[config.mk]
export PLATFORM = sky130hd
export DESIGN_NAME = demux_destino
export DESIGN_NICKNAME = d
export VERILOG_FILES = /design/src/rtl/demux_destino_pkg.sv /design/src/rtl/demux_destino_buffer_retencion.sv /design/src/rtl/demux_destino.sv
export SDC_FILE = /design/constraint.sdc
export NUM_CORES = 1
export LEC_CHECK = 0
export ABC_AREA = 1
export CAP_MARGIN = 20
export CORE_ASPECT_RATIO = 0.6
export CORE_UTILIZATION = 51
export DETAILED_ROUTE_END_ITERATION = 10
export PLACE_DENSITY = 0.87
export SYNTH_ARGS = -nofsm -noshare
export SYNTH_HDL_FRONTEND = slang
export SYNTH_SLANG_ARGS = --single-unit
[constraint.sdc]
create_clock -name i_clk -period 3.5 [get_ports i_clk]
set_input_delay 0.525 -clock i_clk [delete_from_list [all_inputs] [get_ports i_clk]]
set_output_delay 0.525 -clock i_clk [all_outputs]
set_load 0.02 [all_outputs]
[src/rtl/demux_destino_pkg.sv]
// -----------------------------------------------------------------------------
// demux_destino_pkg
// Shared definitions for the output-side destination router:
//   - state_t : router state machine encoding (PASS / HOLD1 / HOLD2)
//   - dest_t  : destination port codes P0..P3
//   - DEST_W  : width of the destination field in the word MSBs
//   - get_dest: extracts the destination field from a word of any width
//               up to MAX_W bits
// -----------------------------------------------------------------------------
package demux_destino_pkg;

    localparam int DEST_W = 2;
    localparam int N_DEST = 4;
    localparam int MAX_W  = 32;

    typedef enum logic [1:0] {
        PASS  = 2'b00,   // holding buffer empty, words pass straight through
        HOLD1 = 2'b01,   // one word held
        HOLD2 = 2'b10    // two words held, buffer full
    } state_t;

    typedef enum logic [DEST_W-1:0] {
        P0 = 2'b00,
        P1 = 2'b01,
        P2 = 2'b10,
        P3 = 2'b11
    } dest_t;

    // The destination lives in the top DEST_W bits of the word. Callers
    // zero-extend their word to MAX_W bits and pass their real width.
    function automatic logic [DEST_W-1:0] get_dest(
        input logic [MAX_W-1:0] word,
        input int               width
    );
        return word[width-1 -: DEST_W];
    endfunction

endpackage

[src/rtl/demux_destino_buffer_retencion.sv]
// -----------------------------------------------------------------------------
// buffer_retencion
// Two-entry in-order holding buffer. Slot 0 is always the head.
//
// Ports:
//   i_clk       clock, posedge
//   i_reset     synchronous active-high reset, empties the buffer
//   i_enq       write i_enq_data behind the current contents
//   i_enq_data  word to enqueue
//   i_deq       remove the head (slot 1 shifts into slot 0)
//   o_head      current head word (slot 0)
//   o_count     number of valid entries, 0..2
//
// An enqueue into a full buffer with no simultaneous dequeue is ignored;
// the parent is responsible for flagging that as a drop. A dequeue of an
// empty buffer is ignored.
// -----------------------------------------------------------------------------
module buffer_retencion #(
    parameter int W = 6
) (
    input  logic         i_clk,
    input  logic         i_reset,
    input  logic         i_enq,
    input  logic [W-1:0] i_enq_data,
    input  logic         i_deq,
    output logic [W-1:0] o_head,
    output logic [1:0]   o_count
);

    logic [W-1:0] r_slot0;
    logic [W-1:0] r_slot1;
    logic [1:0]   r_count;

    logic w_deq_ok;
    logic w_enq_ok;

    assign w_deq_ok = i_deq && (r_count != 2'd0);
    assign w_enq_ok = i_enq && ((r_count != 2'd2) || w_deq_ok);

    always_ff @(posedge i_clk) begin
        if (i_reset) begin
            r_slot0 <= '0;
            r_slot1 <= '0;
            r_count <= 2'd0;
        end else begin
            case ({w_deq_ok, w_enq_ok})
                2'b10: begin
                    r_slot0 <= r_slot1;
                    r_count <= r_count - 2'd1;
                end
                2'b01: begin
                    if (r_count == 2'd0) begin
                        r_slot0 <= i_enq_data;
                    end else begin
                        r_slot1 <= i_enq_data;
                    end
                    r_count <= r_count + 2'd1;
                end
                2'b11: begin
                    // Shift and refill in one cycle; occupancy unchanged.
                    if (r_count == 2'd1) begin
                        r_slot0 <= i_enq_data;
                    end else begin
                        r_slot0 <= r_slot1;
                        r_slot1 <= i_enq_data;
                    end
                end
                default: begin
                end
            endcase
        end
    end

    assign o_head  = r_slot0;
    assign o_count = r_count;

endmodule

[src/rtl/demux_destino.sv]
// -----------------------------------------------------------------------------
// demux_destino
// Routes a single muxed word stream into four output FIFOs by the 2-bit
// destination field in the word MSBs. Words whose destination FIFO is almost
// full are held in a 2-entry in-order buffer; the head blocks everything
// behind it so global order is preserved.
//
// Ports:
//   i_clk                  clock, posedge
//   i_reset                synchronous active-high reset
//   i_valid_in             i_data_in carries a word this cycle
//   i_data_in              word; [DATA_WIDTH-1:DATA_WIDTH-2] is the destination
//   i_almost_full_P0..P3   output FIFO nearly full, no push to it this cycle
//   o_ready_out            registered; upstream may launch pops while high
//   o_push_F0..F3          registered one-hot push strobes
//   o_data_out             registered word shared by all output FIFOs
//   o_cnt_P0..P3           per-destination delivery counters, wrapping
//   o_err_drop             sticky: a word arrived with the buffer full
//   o_state                current state, for debug and checkers
//
// Handshake: o_ready_out is a registered "may send" indication. It drops the
// cycle after a stalling arrival, so exactly one more word can already be in
// flight; the second buffer slot absorbs it. Any word arriving while both
// slots are full and the head cannot drain is discarded and o_err_drop set.
// -----------------------------------------------------------------------------
module demux_destino
    import demux_destino_pkg::*;
#(
    parameter int DATA_WIDTH  = 6,
    parameter int COUNT_WIDTH = 5
) (
    input  logic                   i_clk,
    input  logic                   i_reset,
    input  logic                   i_valid_in,
    input  logic [DATA_WIDTH-1:0]  i_data_in,
    input  logic                   i_almost_full_P0,
    input  logic                   i_almost_full_P1,
    input  logic                   i_almost_full_P2,
    input  logic                   i_almost_full_P3,
    output logic                   o_ready_out,
    output logic                   o_push_F0,
    output logic                   o_push_F1,
    output logic                   o_push_F2,
    output logic                   o_push_F3,
    output logic [DATA_WIDTH-1:0]  o_data_out,
    output logic [COUNT_WIDTH-1:0] o_cnt_P0,
    output logic [COUNT_WIDTH-1:0] o_cnt_P1,
    output logic [COUNT_WIDTH-1:0] o_cnt_P2,
    output logic [COUNT_WIDTH-1:0] o_cnt_P3,
    output logic                   o_err_drop,
    output state_t                 o_state
);

    // ------------------------------------------------------------------
    // Registers
    // ------------------------------------------------------------------
    state_t                 r_state;
    logic                   r_ready;
    logic [N_DEST-1:0]      r_push;
    logic [DATA_WIDTH-1:0]  r_data;
    logic [COUNT_WIDTH-1:0] r_cnt [N_DEST];
    logic                   r_err;

    // ------------------------------------------------------------------
    // Combinational decode
    // ------------------------------------------------------------------
    logic [N_DEST-1:0]     w_af;
    logic [DEST_W-1:0]     w_in_dest;
    logic [DEST_W-1:0]     w_head_dest;
    logic [DATA_WIDTH-1:0] w_head;
    logic [1:0]            w_buf_count;
    logic                  w_drain;

    state_t                w_next_state;
    logic                  w_push_now;
    logic [DEST_W-1:0]     w_push_dest;
    logic [DATA_WIDTH-1:0] w_push_data;
    logic                  w_enq;
    logic                  w_deq;
    logic                  w_drop;

    assign w_af        = {i_almost_full_P3, i_almost_full_P2,
                          i_almost_full_P1, i_almost_full_P0};
    assign w_in_dest   = get_dest(MAX_W'(i_data_in), DATA_WIDTH);
    assign w_head_dest = get_dest(MAX_W'(w_head), DATA_WIDTH);

    // The head can drain only when something is held and its FIFO has room.
    assign w_drain = (r_state != PASS) && !w_af[w_head_dest];

    always_comb begin
        w_next_state = r_state;
        w_push_now   = 1'b0;
        w_push_dest  = w_in_dest;
        w_push_data  = i_data_in;
        w_enq        = 1'b0;
        w_deq        = 1'b0;
        w_drop       = 1'b0;

        case (r_state)
            PASS: begin
                if (i_valid_in) begin
                    if (!w_af[w_in_dest]) begin
                        w_push_now = 1'b1;
                    end else begin
                        w_enq        = 1'b1;
                        w_next_state = HOLD1;
                    end
                end
            end

            HOLD1: begin
                // Arrivals always go behind the head, even if the head
                // leaves this same cycle; nothing bypasses the buffer.
                w_push_dest = w_head_dest;
                w_push_data = w_head;
                w_push_now  = w_drain;
                w_deq       = w_drain;
                w_enq       = i_valid_in;
                case ({w_drain, i_valid_in})
                    2'b10:   w_next_state = PASS;
                    2'b01:   w_next_state = HOLD2;
                    default: w_next_state = HOLD1;
                endcase
            end

            HOLD2: begin
                w_push_dest = w_head_dest;
                w_push_data = w_head;
                w_push_now  = w_drain;
                w_deq       = w_drain;
                if (i_valid_in) begin
                    if (w_drain) begin
                        w_enq = 1'b1;
                    end else begin
                        w_drop = 1'b1;
                    end
                end
                if (w_drain && !i_valid_in) begin
                    w_next_state = HOLD1;
                end
            end

            default: begin
                w_next_state = PASS;
            end
        endcase
    end

    // ------------------------------------------------------------------
    // Holding buffer
    // ------------------------------------------------------------------
    buffer_retencion #(
        .W (DATA_WIDTH)
    ) u_buffer_retencion (
        .i_clk      (i_clk),
        .i_reset    (i_reset),
        .i_enq      (w_enq),
        .i_enq_data (i_data_in),
        .i_deq      (w_deq),
        .o_head     (w_head),
        .o_count    (w_buf_count)
    );

    // ------------------------------------------------------------------
    // State machine with registered outputs
    // ------------------------------------------------------------------
    always_ff @(posedge i_clk) begin
        if (i_reset) begin
            r_state <= PASS;
            r_ready <= 1'b0;
            r_push  <= '0;
            r_data  <= '0;
            r_err   <= 1'b0;
            for (int i = 0; i < N_DEST; i++) begin
                r_cnt[i] <= '0;
            end
        end else begin
            r_state <= w_next_state;
            r_ready <= (w_next_state == PASS);
            r_push  <= w_push_now ? (N_DEST'(1) << w_push_dest) : '0;
            if (w_push_now) begin
                r_data             <= w_push_data;
                r_cnt[w_push_dest] <= r_cnt[w_push_dest] + COUNT_WIDTH'(1);
            end
            if (w_drop) begin
                r_err <= 1'b1;
            end
        end
    end

    // Occupancy is tracked redundantly by the state; expose nothing from it
    // beyond what the state already says, but keep it connected for debug.
    logic w_unused_count;
    assign w_unused_count = ^w_buf_count;

    // ------------------------------------------------------------------
    // Outputs
    // ------------------------------------------------------------------
    assign o_ready_out = r_ready;
    assign o_push_F0   = r_push[0];
    assign o_push_F1   = r_push[1];
    assign o_push_F2   = r_push[2];
    assign o_push_F3   = r_push[3];
    assign o_data_out  = r_data;
    assign o_cnt_P0    = r_cnt[0];
    assign o_cnt_P1    = r_cnt[1];
    assign o_cnt_P2    = r_cnt[2];
    assign o_cnt_P3    = r_cnt[3];
    assign o_err_drop  = r_err;
    assign o_state     = r_state;

endmodule

==> impl_metrics.env, run 1 <==
export IMPL_critPathLaunchType="flop"
export IMPL_multi_input_area_sq_um=1400
export IMPL_cts_sinks=48
export IMPL_yosys_register_bits=48
export IMPL_synth_top_cell_area_share=0.2089
export IMPL_ant_nets=0
export IMPL_slew_headroom=0.5158
export IMPL_path_clk_slew_ns=0.10
export IMPL_max_vdd_ir_drop_mv=0.3054
export IMPL_globalplace_congestion=0.9612
export IMPL_fmax_ghz=0.3357
export IMPL_crit_fanout=14
export IMPL_worstPathArrival_ns=3.03
export IMPL_period_share=0.8510
export IMPL_yosys_top_cells_area="edfxtp_1 21%, dfxtp_1 19%, nand2_1 9.9%"
export IMPL_pwr_density_cell_nw_per_um2=594.0
export IMPL_synth_edf_count=20
export IMPL_hold_class="flop to flop"
export IMPL_slew_violations=0
export IMPL_start_util=0.5498
export IMPL_post_drt_wl_per_cell_microns=14.82
export IMPL_synth_top_family_by_area="simple AND/OR/NAND/NOR gates"
export IMPL_synthAdderAreaFrac=0.04787
export IMPL_vias=2635
export IMPL_rows=20
export IMPL_dpl_hpwl_mm=5.462
export IMPL_syn_num_nets=390
export IMPL_cap_violations=0
export IMPL_grt_start_max_net_pins=24
export IMPL_synth_top_area_cell="edfxtp_1"
export IMPL_p_leak_nw=1.639
export IMPL_track_usage=0.2498
export IMPL_ys_seq_area_frac=0.4038
export IMPL_routed_wl_mm=7.145
export IMPL_die_x_microns=98.94
export IMPL_synth_mux_area_frac=0
export IMPL_ff_latch_area_sq_um=1161
export IMPL_final_hold_viol_count=0
export IMPL_drive_gt1_frac=0.1322
export IMPL_cp_required_ns=3.55
export IMPL_design_core_area_sq_um=5230
export IMPL_syn_inst=366
export IMPL_synth_warnings=0
export IMPL_n_fill_cell=420
export IMPL_ctsRootBufferMaster="clkbuf_8"
export IMPL_post_route_drc_count=0
export IMPL_portBuffers=46
export IMPL_rsz0062_at_grt="no"
export IMPL_timing_final_ws_setup_ns=0.5215
export IMPL_clk_path_buf_depth=2
export IMPL_clock_skew_ns=0.007860
export IMPL_num_io_pins=47
export IMPL_die_area_sq_um=5952
export IMPL_ys_types=36
export IMPL_grt_first_pass_wirelength_mm=11.24
export IMPL_nets=439
export IMPL_tritoncts="built"
export IMPL_worst_pin_slew_ns=0.7254
export IMPL_die_y_microns=60.16
export IMPL_synth_ff_type="dfxtp_1"
export IMPL_syn_to_final_growth_pct=21.89
export IMPL_holdBufCountCts=0
export IMPL_synth_compound_area_share=0.08225
export IMPL_synthXorXnorAreaFrac=0.01175
export IMPL_antenna_found_initial=0
export IMPL_antenna_cells=0
export IMPL_synth_common_cells="76 x nand2_1, 60 x inv_1, 43 x nor2_1"
export IMPL_cts_max_level=2
export IMPL_drt_iter0_drc=242
export IMPL_fin_crit_ns=2.979
export IMPL_grt_overflow=0
export IMPL_tns_ns=0
export IMPL_cts_resized=0
export IMPL_via_per_inst=5.467
export IMPL_status="complete, no violations"
export IMPL_clkLatencyLatePin_ns=0.30
export IMPL_cts_buffers=5
export IMPL_synthArstFlopShare=0
export IMPL_grt_pass1_vias=2382
export IMPL_crit_path_end_kind="flop"
export IMPL_syn_area_sq_um=2875
export IMPL_drt_pass1_iterations=5
export IMPL_synth_simple_area_share=0.3451
export IMPL_worst_setup_path_type="flop to flop"
export IMPL_dp_slack_ns=0.5109
export IMPL_cts_setup_buffers=0
export IMPL_yosysMostFrequentCell="nand2_1"
export IMPL_power_mw=2.082
export IMPL_setup_viol=0
export IMPL_syn_area_per_cell_sq_um=7.856
-- path summary, 6_finish.rpt --
kind,start,depth (start not counted),slack [ns],end
worst max-delay path,o_state[0],12,0.52,r_cnt[2][2]
worst min-delay path,o_err_drop,2,0.50,o_err_drop
worst max register to register,o_state[0],12,0.52,r_cnt[2][2]
worst min register to register,o_err_drop,2,0.50,o_err_drop
-- registers in the layout (all words and copies together) (netlist names) --
register                    flops
u_buffer_retencion.o_head       6
o_data_out                      6
r_cnt                          20
r_push                          4
o_err_drop                      1
u_buffer_retencion.r_slot1      6
o_state                         2
u_buffer_retencion.o_count      2
o_ready_out                     1
-- per-stage QoR --
stage | util | std cells | cell area [sq um] | hold WS, ns
floorplan | - | 366 | 2875 | 0.4975
global placement | 0.6481 | 474 | 3390 | 0.4468
detailed placement | 0.6481 | 474 | 3390 | 0.4653
CTS | 0.6701 | 482 | 3505 | 0.4938
global route | 0.6701 | 482 | 3505 | 0.5101
finish | 0.6701 | 482 | 3505 | 0.4952
-- power by group --
group	total, mW	leakage, nW	switching [mW]	internal, mW
Clock	0.421	0.0548	0.206	0.216
Combinational	0.925	1.15	0.602	0.322
Sequential	0.736	0.436	0.0610	0.675
Total	2.08	1.64	0.869	1.21
-- layout make-up --
type	count	area share
Clock buffer	5	0.01964
Clock inverter	3	0.01321
Inverter	69	0.07497
Multi-Input combinational cell	242	0.3995
Sequential cell	48	0.3313
Tap cell	66	0.02356
Timing Repair Buffer	49	0.1378
-- cells in the final DEF, fill, tap and decap left out, types with 2 or more instances in the layout --
cell,instances
a21oi_1,10
buf_4,3
clkbuf_8,5
clkdlybuf4s50_1,46
dfxtp_1,28
edfxtp_1,20
ha_1,11
inv_1,60
inv_2,7
nand2_1,76
nand2_2,6
nand2_4,5
nand3_1,29
nand3_2,6
nand3_4,3
nand4_1,13
nand4_2,3
nor2_1,43
nor2_2,3
nor2_8,2
o21ai_0,15
o21ai_1,3
o22ai_2,2
o31ai_1,2
-- layer usage --
metal	routed length (microns)	GRT usage
met4	63	0.05544
met2	2827	0.3626
met3	741	0.06784
met1	3512	0.3682
met5	0	0
-- worst max-delay path, cell delays in order (launching register included) --
cell and delay (ns):
dfxtp_1 0.42, inv_1 0.10, ha_1 0.53, nand2_1 0.12, nand2_2 0.30, inv_2 0.19, nand2_1 0.09, nand3_1 0.07
nand2_1 0.10, clkinv_2 0.12, ha_1 0.23, xor2_1 0.34, nor2_1 0.10
-- logic make-up (layout without fill, tap and decap cells) --
kind of cell             Yosys count  count (layout)
AO/OA/AOI/OAI                     37              37
XOR/XNOR                           3               3
adder cells (fa/ha/maj)           11              11
buffers and inverters             76             126
flip-flops                        48              48
AND/OR/NAND/NOR                  191             191
Note: power is estimated with default switching activity, not from simulation.
==> inputs of run 2 (changes only) <==
--- a/config.mk
+++ b/config.mk
@@ -6,10 +6,10 @@
 export NUM_CORES = 1
 export LEC_CHECK = 0
 export ABC_AREA = 1
-export CAP_MARGIN = 20
 export CORE_ASPECT_RATIO = 0.6
 export CORE_UTILIZATION = 51
 export DETAILED_ROUTE_END_ITERATION = 10
+export GPL_TIMING_DRIVEN = 0
 export PLACE_DENSITY = 0.87
 export SYNTH_ARGS = -nofsm -noshare
 export SYNTH_HDL_FRONTEND = slang
==> run 2 against run 1 <==
Sequential share of layout area is 0.059 points lower. Register-to-register slack worse by 0.23 ns. Final cell count rose by 0.83%. Setup slack worse by 0.23 ns. Global-route usage grew 0.15 points. Flip-flop and latch count did not move. Die area unchanged. Largest cell class unchanged. Largest power group unchanged.
==> impl_metrics.env, run 2 (synthesis gave the netlist of run 1 again) <==
export IMPL_final_cell_mix="76 x nand2_1, 60 x inv_1, 46 x clkdlybuf4s50_1"
export IMPL_holdPathStages=2
export IMPL_ctsRootBufferMaster="clkbuf_8"
export IMPL_cts_sinks=48
export IMPL_dp_slack_ns=0.1015
export IMPL_crit_fanout=10
export IMPL_num_io_pins=47
export IMPL_max_flop_register="r_cnt"
export IMPL_rows=20
export IMPL_post_drt_wl_per_cell_microns=14.67
export IMPL_cts_resized=0
export IMPL_post_route_drc_count=0
export IMPL_dp_cells=478
export IMPL_crit_chain="inv_1 -> ha_1 -> buf_6 -> nand3_4 -> nor2_8 -> nand3_4 -> nand2_1 -> ha_1 -> clkbuf_1 -> inv_1 -> nand2_4 -> nand3_4 -> nand2_1 -> inv_1 -> nor2_1"
export IMPL_routed_wl_mm=7.130
export IMPL_r2r_end="u_buffer_retencion.r_slot1[5]"
export IMPL_worst_setup_path_type="flop to flop"
export IMPL_syn_to_final_growth_pct=22.11
export IMPL_cp_required_ns=3.74
export IMPL_period_share=0.9158
export IMPL_clk_path_buf_depth=2
export IMPL_worstReg2RegStart="o_state[1]"
export IMPL_status="complete, no violations"
export IMPL_tns_ns=0
export IMPL_grt_overflow=0
export IMPL_final_common_cell="nand2_1"
export IMPL_holdBufCountCts=0
export IMPL_grt_pass1_vias=2390
export IMPL_grt_start_max_net_pins=17
export IMPL_antenna_cells=0
export IMPL_globalplace_congestion=0.9025
export IMPL_vias=2666
export IMPL_die_area_sq_um=5952
export IMPL_slew_violations=0
export IMPL_regToRegSetupSlack_ns=0.29
export IMPL_power_mw=2.009
export IMPL_crit_path_end_kind="flop"
export IMPL_hold_class="flop to flop"
export IMPL_rsz0062_at_grt="no"
export IMPL_cap_violations=0
export IMPL_worst_pin_slew_ns=0.8309
export IMPL_fin_crit_ns=3.205
export IMPL_dpl_hpwl_mm=5.489
export IMPL_drt_iter0_drc=383
export IMPL_multi_input_area_sq_um=1400
export IMPL_place_area_sq_um=3418
export IMPL_clkLatencyLatePin_ns=0.30
export IMPL_timing_final_ws_setup_ns=0.2946
export IMPL_cts_setup_buffers=0
export IMPL_largest_reg_flops=20
export IMPL_slowest_stage="dfxtp_1"
export IMPL_crit_path_start="o_state[1]"
export IMPL_tritoncts="built"
export IMPL_max_vdd_ir_drop_mv=0.2524
export IMPL_crit_family="simple AND/OR/NAND/NOR gates"
export IMPL_antenna_found_initial=0
export IMPL_crit_buf_inv=5
export IMPL_min_from="o_err_drop"
export IMPL_drive_gt1_frac=0.1310
export IMPL_fin_cells=486
export IMPL_slew_headroom=0.4413
export IMPL_via_per_inst=5.486
export IMPL_path_clk_slew_ns=0.09
export IMPL_die_x_microns=98.94
export IMPL_drt_pass1_iterations=5
export IMPL_critPathMaxStageDelay_ns=0.43
export IMPL_hold_end="o_err_drop"
export IMPL_nets=443
export IMPL_ant_nets=0
export IMPL_clock_skew_ns=0.01174
export IMPL_fmax_ghz=0.3120
export IMPL_ff_latch_area_sq_um=1161
export IMPL_grt_first_pass_wirelength_mm=11.50
export IMPL_worstPathArrival_ns=3.45
export IMPL_pwr_density_cell_nw_per_um2=572.3
export IMPL_cts_max_level=2
export IMPL_track_usage=0.2513
export IMPL_setup_viol=0
export IMPL_die_y_microns=60.16
export IMPL_critPathLaunchType="flop"
export IMPL_final_util=0.6713
export IMPL_p_leak_nw=1.634
export IMPL_start_util=0.5498
export IMPL_final_hold_viol_count=0
export IMPL_n_fill_cell=402
export IMPL_r2r_cells=15
export IMPL_final_cell_area_sq_um=3511
export IMPL_design_core_area_sq_um=5230
export IMPL_fin_hold_ws_ns=0.4834
export IMPL_portBuffers=46
export IMPL_cts_buffers=5
## run 2: cell types whose count changed in the layout (fill, tap and decap cells not counted), sizes merged
cell	delta
bufinv	-1
clkinv	+1
clkinvlp	+1
buf	-1
inv	-1
clkbuf	+5
## run 2: where the power goes
part,switching (mW),internal (mW)
sequential,0.0564,0.675
combinational,0.605,0.333
clock,0.198,0.142
total,0.860,1.15
## run 2: routing by layer
metal | GRT usage | wire length [microns] | vias up
met5 | 0 | 0 | -
met4 | 0.05757 | 31 | 0
met3 | 0.04561 | 606 | 4
met2 | 0.3886 | 3018 | 124
met1 | 0.3658 | 3474 | 1255
li1 | - | - | 1283
## run 2: cell type report
cell class | count | area share
Multi-Input combinational cell | 242 | 0.3988
Sequential cell | 48 | 0.3307
Timing Repair Buffer | 46 | 0.1311
Inverter | 69 | 0.07484
Tap cell | 66 | 0.02352
Clock buffer | 5 | 0.01960
Buffer | 7 | 0.01461
Clock inverter | 3 | 0.006771
## run 2: worst max path at each step
stage                                               end  slack [ns]  cells past startpoint
after floorplan           u_buffer_retencion.r_slot1[0]        0.87                     15
after global placement    u_buffer_retencion.r_slot1[3]        0.23                     17
after detailed placement  u_buffer_retencion.r_slot1[5]        0.10                     17
after CTS                 u_buffer_retencion.r_slot1[5]        0.35                     15
after global routing      u_buffer_retencion.r_slot1[5]        0.08                     15
final                     u_buffer_retencion.r_slot1[5]        0.29                     15
## run 2: worst reg2reg max path, cell delays in order, from the launching register on
cell and delay, ns:
dfxtp_1 0.43, inv_1 0.11, ha_1 0.42, buf_6 0.20, nand3_4 0.12, nor2_8 0.19, nand3_4 0.18, nand2_1 0.12
ha_1 0.15, clkbuf_1 0.37, inv_1 0.30, nand2_4 0.19, nand3_4 0.13, nand2_1 0.10, inv_1 0.04, nor2_1 0.09
==> RTL change 1: new RTL, flow settings as in run 1 <==
The parameter `COUNT_WIDTH` goes from 5 to 4.
--- a/src/rtl/demux_destino.sv
+++ b/src/rtl/demux_destino.sv
@@ -27,7 +27,7 @@
     import demux_destino_pkg::*;
 #(
     parameter int DATA_WIDTH  = 6,
-    parameter int COUNT_WIDTH = 5
+    parameter int COUNT_WIDTH = 4
 ) (
     input  logic                   i_clk,
     input  logic                   i_reset,
Ports: changed (resized o_cnt_P0, o_cnt_P1, o_cnt_P2 and o_cnt_P3); port bits go from 47 to 43. The function was not compared with the original's and may differ.
==> RTL change 1 against run 1 <==
  * Area after synthesis shrank 5.0%
  * Sequential cell count down 4
  * Worst setup slack got worse by 190 ps
  * Power decreased by 4.6%
  * Non-clock buffer count shrank 6
  * Critical endpoint unchanged
  * Routed wire length decreased by 6.8%
  * Sequential power shrank 8.4%
  * Global-route usage decreased by 0.70 points
  * Largest cell class unchanged
  * Design area decreased by 5.6%
==> RTL change 1: results (changes against run 1) <==
| Metric | Value |
|---|---|
| Gr usage total | `24.3% (-0.70 points)` |
| Seq/Total Area, Yosys | `38.1% (-2.3 points)` |
| Leak Pwr | `1.53 nW (-6.5%)` |
| R2r worst-path depth | `10 (-2)` |
| Vias | `2475 (-6.1%)` |
| Routability cong. | `0.969 (+0.85%)` |
| Hold path startpoint | `o_data_out[5]` |
| Synthesized Nets | `367 (-5.9%)` |
| Number of flip-flops in the largest register | `16 (-20%)` |
| WL final | `6.66 mm (-6.8%)` |
| Slew HR | `50.2% (-1.4 points)` |
| Dpl ws | `394 ps (-117 ps)` |
| Min-Delay Endpoint | `o_data_out[5]` |
| Vias in the first global route | `2141 (-10%)` |
| DR iter-0 viols | `249 (+2.9%)` |
| Max FO, Critical Path | `13 (-1)` |
| Worst Skew | `5.88 ps (-1.98 ps)` |
| Status | `complete, no violations` |
| Port bufs | `42 (-8.7%)` |
| Synth top cells by count | `67 x nand2_1, 58 x inv_1, 37 x nor2_1, 28 x dfxtp_1, 26 x nand3_1` |
| Post-DP HPWL | `5.08 mm (-7.0%)` |
| Flop2flop setup slack | `330 ps (-190 ps)` |
| Dominant cells by area after synthesis | `dfxtp_1 21%, edfxtp_1 18%, nand2_1 9.2%` |
| EDFF count, synth | `16 (-20%)` |
| Top delay family on crit path | `adder cells` |
| Critical Path Max Stage Delay | `630 ps (+100 ps)` |
## RTL change 1: final cells by class
class | instances | area (sq um)
fillers | 424 | 1800
multi-input cells | 225 | 1380
flip-flops and latches | 44 | 1040
repair buffers | 43 | 428
inverters | 67 | 259
well taps | 66 | 82.6
clock buffers | 5 | 68.8
clock inverters | 3 | 46.3
## RTL change 1: report_power, final
group	switching, W	internal [W]	total [W]
Clock	0.000193	0.000215	0.000409
Combinational	0.000589	0.000315	0.000904
Sequential	0.0000560	0.000618	0.000674
Total	0.000839	0.00115	0.00199
## RTL change 1: kinds of logic after synthesis
family | count (synthesis) | share of synthesized area [%]
simple gates | 172 | 35.1
xor+xnor | 3 | 1.24
flops | 44 | 38.1
buf+inv | 74 | 11.3
fa+ha+maj | 11 | 5.04
compound gates | 39 | 9.25
## RTL change 1: worst max path at each step
| stage | from | to | slack (ps) | cells after the start |
|---|---|---|---|---|
| floorplan | o_state[0] | u_buffer_retencion.r_slot1[0] | 900 | 15 |
| global placement | o_state[0] | r_cnt[0][2] | 600 | 10 |
| detailed placement | o_state[0] | r_cnt[2][2] | 390 | 10 |
| CTS | o_state[0] | r_cnt[2][2] | 370 | 10 |
| global route | o_state[1] | r_cnt[2][2] | 220 | 10 |
| finish | o_state[0] | r_cnt[2][2] | 330 | 10 |
## RTL change 1: stage by stage
step | area, sq um | instances | hold slack (ps)
3_3_place_gp | 3190 | 445 | 452
3_5_place_dp | 3190 | 445 | 474
2_1_floorplan | 2730 | 343 | 498
6_report | 3310 | 453 | 480
4_1_cts | 3310 | 453 | 488
5_1_grt | 3310 | 453 | 508
## RTL change 1: layer usage
layer	GRT usage, %	part of all wire [%]
met4	5.88	0.89
met5	0	0
met3	6.85	11
met1	35.4	45
met2	35.5	43
==> RTL change 2: new RTL, config.mk and constraints of run 1 <==
Made on the original files. Reset style: asynchronous (`i_reset`), changed in 2 clocked blocks. Comments in the files are not updated.
--- a/src/rtl/demux_destino_buffer_retencion.sv
+++ b/src/rtl/demux_destino_buffer_retencion.sv
@@ -37,7 +37,7 @@
     assign w_deq_ok = i_deq && (r_count != 2'd0);
     assign w_enq_ok = i_enq && ((r_count != 2'd2) || w_deq_ok);
 
-    always_ff @(posedge i_clk) begin
+    always_ff @(posedge i_clk or posedge i_reset) begin
         if (i_reset) begin
             r_slot0 <= '0;
             r_slot1 <= '0;
--- a/src/rtl/demux_destino.sv
+++ b/src/rtl/demux_destino.sv
@@ -164,7 +164,7 @@
     // ------------------------------------------------------------------
     // State machine with registered outputs
     // ------------------------------------------------------------------
-    always_ff @(posedge i_clk) begin
+    always_ff @(posedge i_clk or posedge i_reset) begin
         if (i_reset) begin
             r_state <= PASS;
             r_ready <= 1'b0;
Check against the original RTL: differs if i_reset is asserted again (counterexample within 4 cycles, from zero or initial values and one cycle with i_reset high); with i_reset held inactive, the same outputs for 4 cycles.
==> RTL change 2 against run 1 <==
  * Utilization fell by 1.0 points
  * Area after synthesis fell by 5.5%
  * Worst setup slack improved by 220 ps
  * Global-route usage increased by 0.48 points
  * Maximum frequency rose by 8.1%
  * Routed wire length is 12% lower
  * Sequential cell count unchanged
  * Via count down 11%
  * First-iteration DRC count decreased by 29%
  * Design area shrank 3.9%
  * Highest routed layer unchanged
Power is not compared: it rests on default switching activity, and its combinational part moved more than twofold at a synthesized area within 25%.
==> RTL change 2: results (changes against run 1) <==
| Metric | Value |
|---|---|
| Clock Buffer Count | `6 (+1)` |
| Worst Skew | `8.19 ps (+0.333 ps)` |
| Seq area share | `35.6% (+2.5 points)` |
| Share of cells above drive strength 1 | `14.5% (+1.3 points)` |
| Worst-path clk slew | `90 ps` |
| Well-Tap Cells | `66 (unchanged)` |
| Routability cong. | `0.860 (-11%)` |
| Largest net degree at the start of global routing | `49 (+100%)` |
| Port bufs | `46 (unchanged)` |
| Least-Margin Pin Slew | `760 ps (+34.8 ps)` |
| Status | `complete, no violations` |
| Initial antenna violation count | `0 (unchanged)` |
| DR iter-0 viols | `173 (-29%)` |
| Max FO, Critical Path | `12 (-2)` |
| Synthesized Nets | `345 (-12%)` |
| Register bit total from synthesis | `48 (unchanged)` |
| H-tree depth | `2 (unchanged)` |
| Drt wl/cell | `14.3 um (-3.5%)` |
| ClkCell Share | `3.19% (-0.091 points)` |
| Leak Pwr | `1.66 nW` |
| Post-DP HPWL | `4.58 mm (-16%)` |
| Multiplexer area fraction after synthesis | `0% (unchanged)` |
| Fillcell total | `413 (-1.7%)` |
| CTS buffer count | `5 (unchanged)` |
| Compound-Gate Fraction of Synth Area | `9.48% (+1.3 points)` |
| 1st-pass router iterations | `5 (unchanged)` |
| Power in sequential cells | `0.000992 W` |
| Vias in the first global route | `2106 (-12%)` |
| Predominant post-synthesis flop cell | `dfrtp_1` |
| Critical Path Max Stage Delay | `660 ps (+130 ps)` |
| Resized cells post-CTS | `0 (unchanged)` |
| Global-route wire length before repair | `10.5 mm (-6.6%)` |
| Bufs on Longest Clock Path | `2 (unchanged)` |
| VDD IR-drop max | `0.403 mV` |
| Final net count | `397 (-9.6%)` |
| DP Area | `0.00324 sq mm (-4.4%)` |
| Multi-input gates | `224 (-7.4%)` |
| Post-synthesis adder-cell area fraction | `5.99% (+1.2 points)` |
| Worst skew pair latency | `310 ps` |
| Inverter count | `44 (-36%)` |
| Synth Warn # | `0 (unchanged)` |
| Buffering overhead | `14.5% (+0.70 points)` |
| Multi-input combinational area share | `39.2% (-0.77 points)` |
| Non-CTS buffers | `48 (-2.0%)` |
| Dominant cells by area after synthesis | `dfrtp_1 44%, nand2_1 13%, ha_1 6.0%` |
| Post-CTS Setup Inserts | `0 (unchanged)` |
| Synth top cells by count | `94 x nand2_1, 48 x dfrtp_1, 38 x inv_1, 27 x nand3_1` |
| Seq/Total Area, Yosys | `44.2% (+3.8 points)` |
| XOR/XNOR share of the synthesized area | `1.24% (+0.068 points)` |
| Number of library cell types mapped by synthesis | `33 (-8.3%)` |
| Synth async-reset ratio | `100% (+100 points)` |
| Worst Hold Class | `in2async` |
| Gr usage total | `25.5% (+0.48 points)` |
| CP arrival | `2910 ps (-120 ps)` |
| Antenna Cells | `0 (unchanged)` |
| Slowest library cell on the worst path | `o211ai_1` |
| DR vias/cell | `5.33 (-2.6%)` |
[RTL change 2: cell types whose count changed in the layout (fill, tap and decap cells not counted), moves of 8 or more]
| cell | run 1 | this run |
|---|---|---|
| dfrtp_1 | 0 | 48 |
| nor2_1 | 43 | 7 |
| dfxtp_1 | 28 | 0 |
| inv_1 | 60 | 37 |
| edfxtp_1 | 20 | 0 |
| nand2_1 | 76 | 94 |
| nand4_1 | 13 | 0 |
| nand2_2 | 6 | 14 |
[RTL change 2: metrics by stage]
stage,cells,setup WS (ps),power [W],util (%),hold slack [ps]
4_1_cts,437,788,0.00384,65.6,478
6_report,438,744,0.00385,66.0,418
5_1_grt,438,486,0.00416,66.0,425
3_5_place_dp,429,506,0.00342,63.5,445
3_3_place_gp,429,665,0.00333,63.5,449
2_1_floorplan,319,1100,0.00271,-,453
[RTL change 2: worst paths after layout]
path / startpoint / endpoint / slack, ps / cells after the start
hold / removal: i_reset / u_buffer_retencion.o_count[1] / 420 / 2
max in group asynchronous: i_reset / r_push[0] / 2620 / 3
hold reg to reg: o_err_drop / o_err_drop / 480 / 1
setup / recovery: o_state[0] / u_buffer_retencion.r_slot1[5] / 740 / 10
setup reg to reg: o_state[0] / u_buffer_retencion.r_slot1[5] / 740 / 10
min in group i_clk: o_err_drop / o_err_drop / 480 / 1
[RTL change 2: per-layer routing]
metal	up-vias	track usage (%)	share of wire (%)	wire [um]
met1	1080	37.6	48	2990
met5	-	0	0	0
met2	106	35.7	42	2650
li1	1135	-	-	-
met4	0	10.4	1.8	110
met3	12	6.33	8.1	510
[RTL change 2: critical path, delay by kind of cell, from the launching register on]
family	cells	cell delay (ps)
AO/OA/AOI/OAI	2	850
flip-flops	1	420
AND/OR/NAND/NOR	4	530
adder cells (fa/ha/maj)	2	510
buffers and inverters	2	310
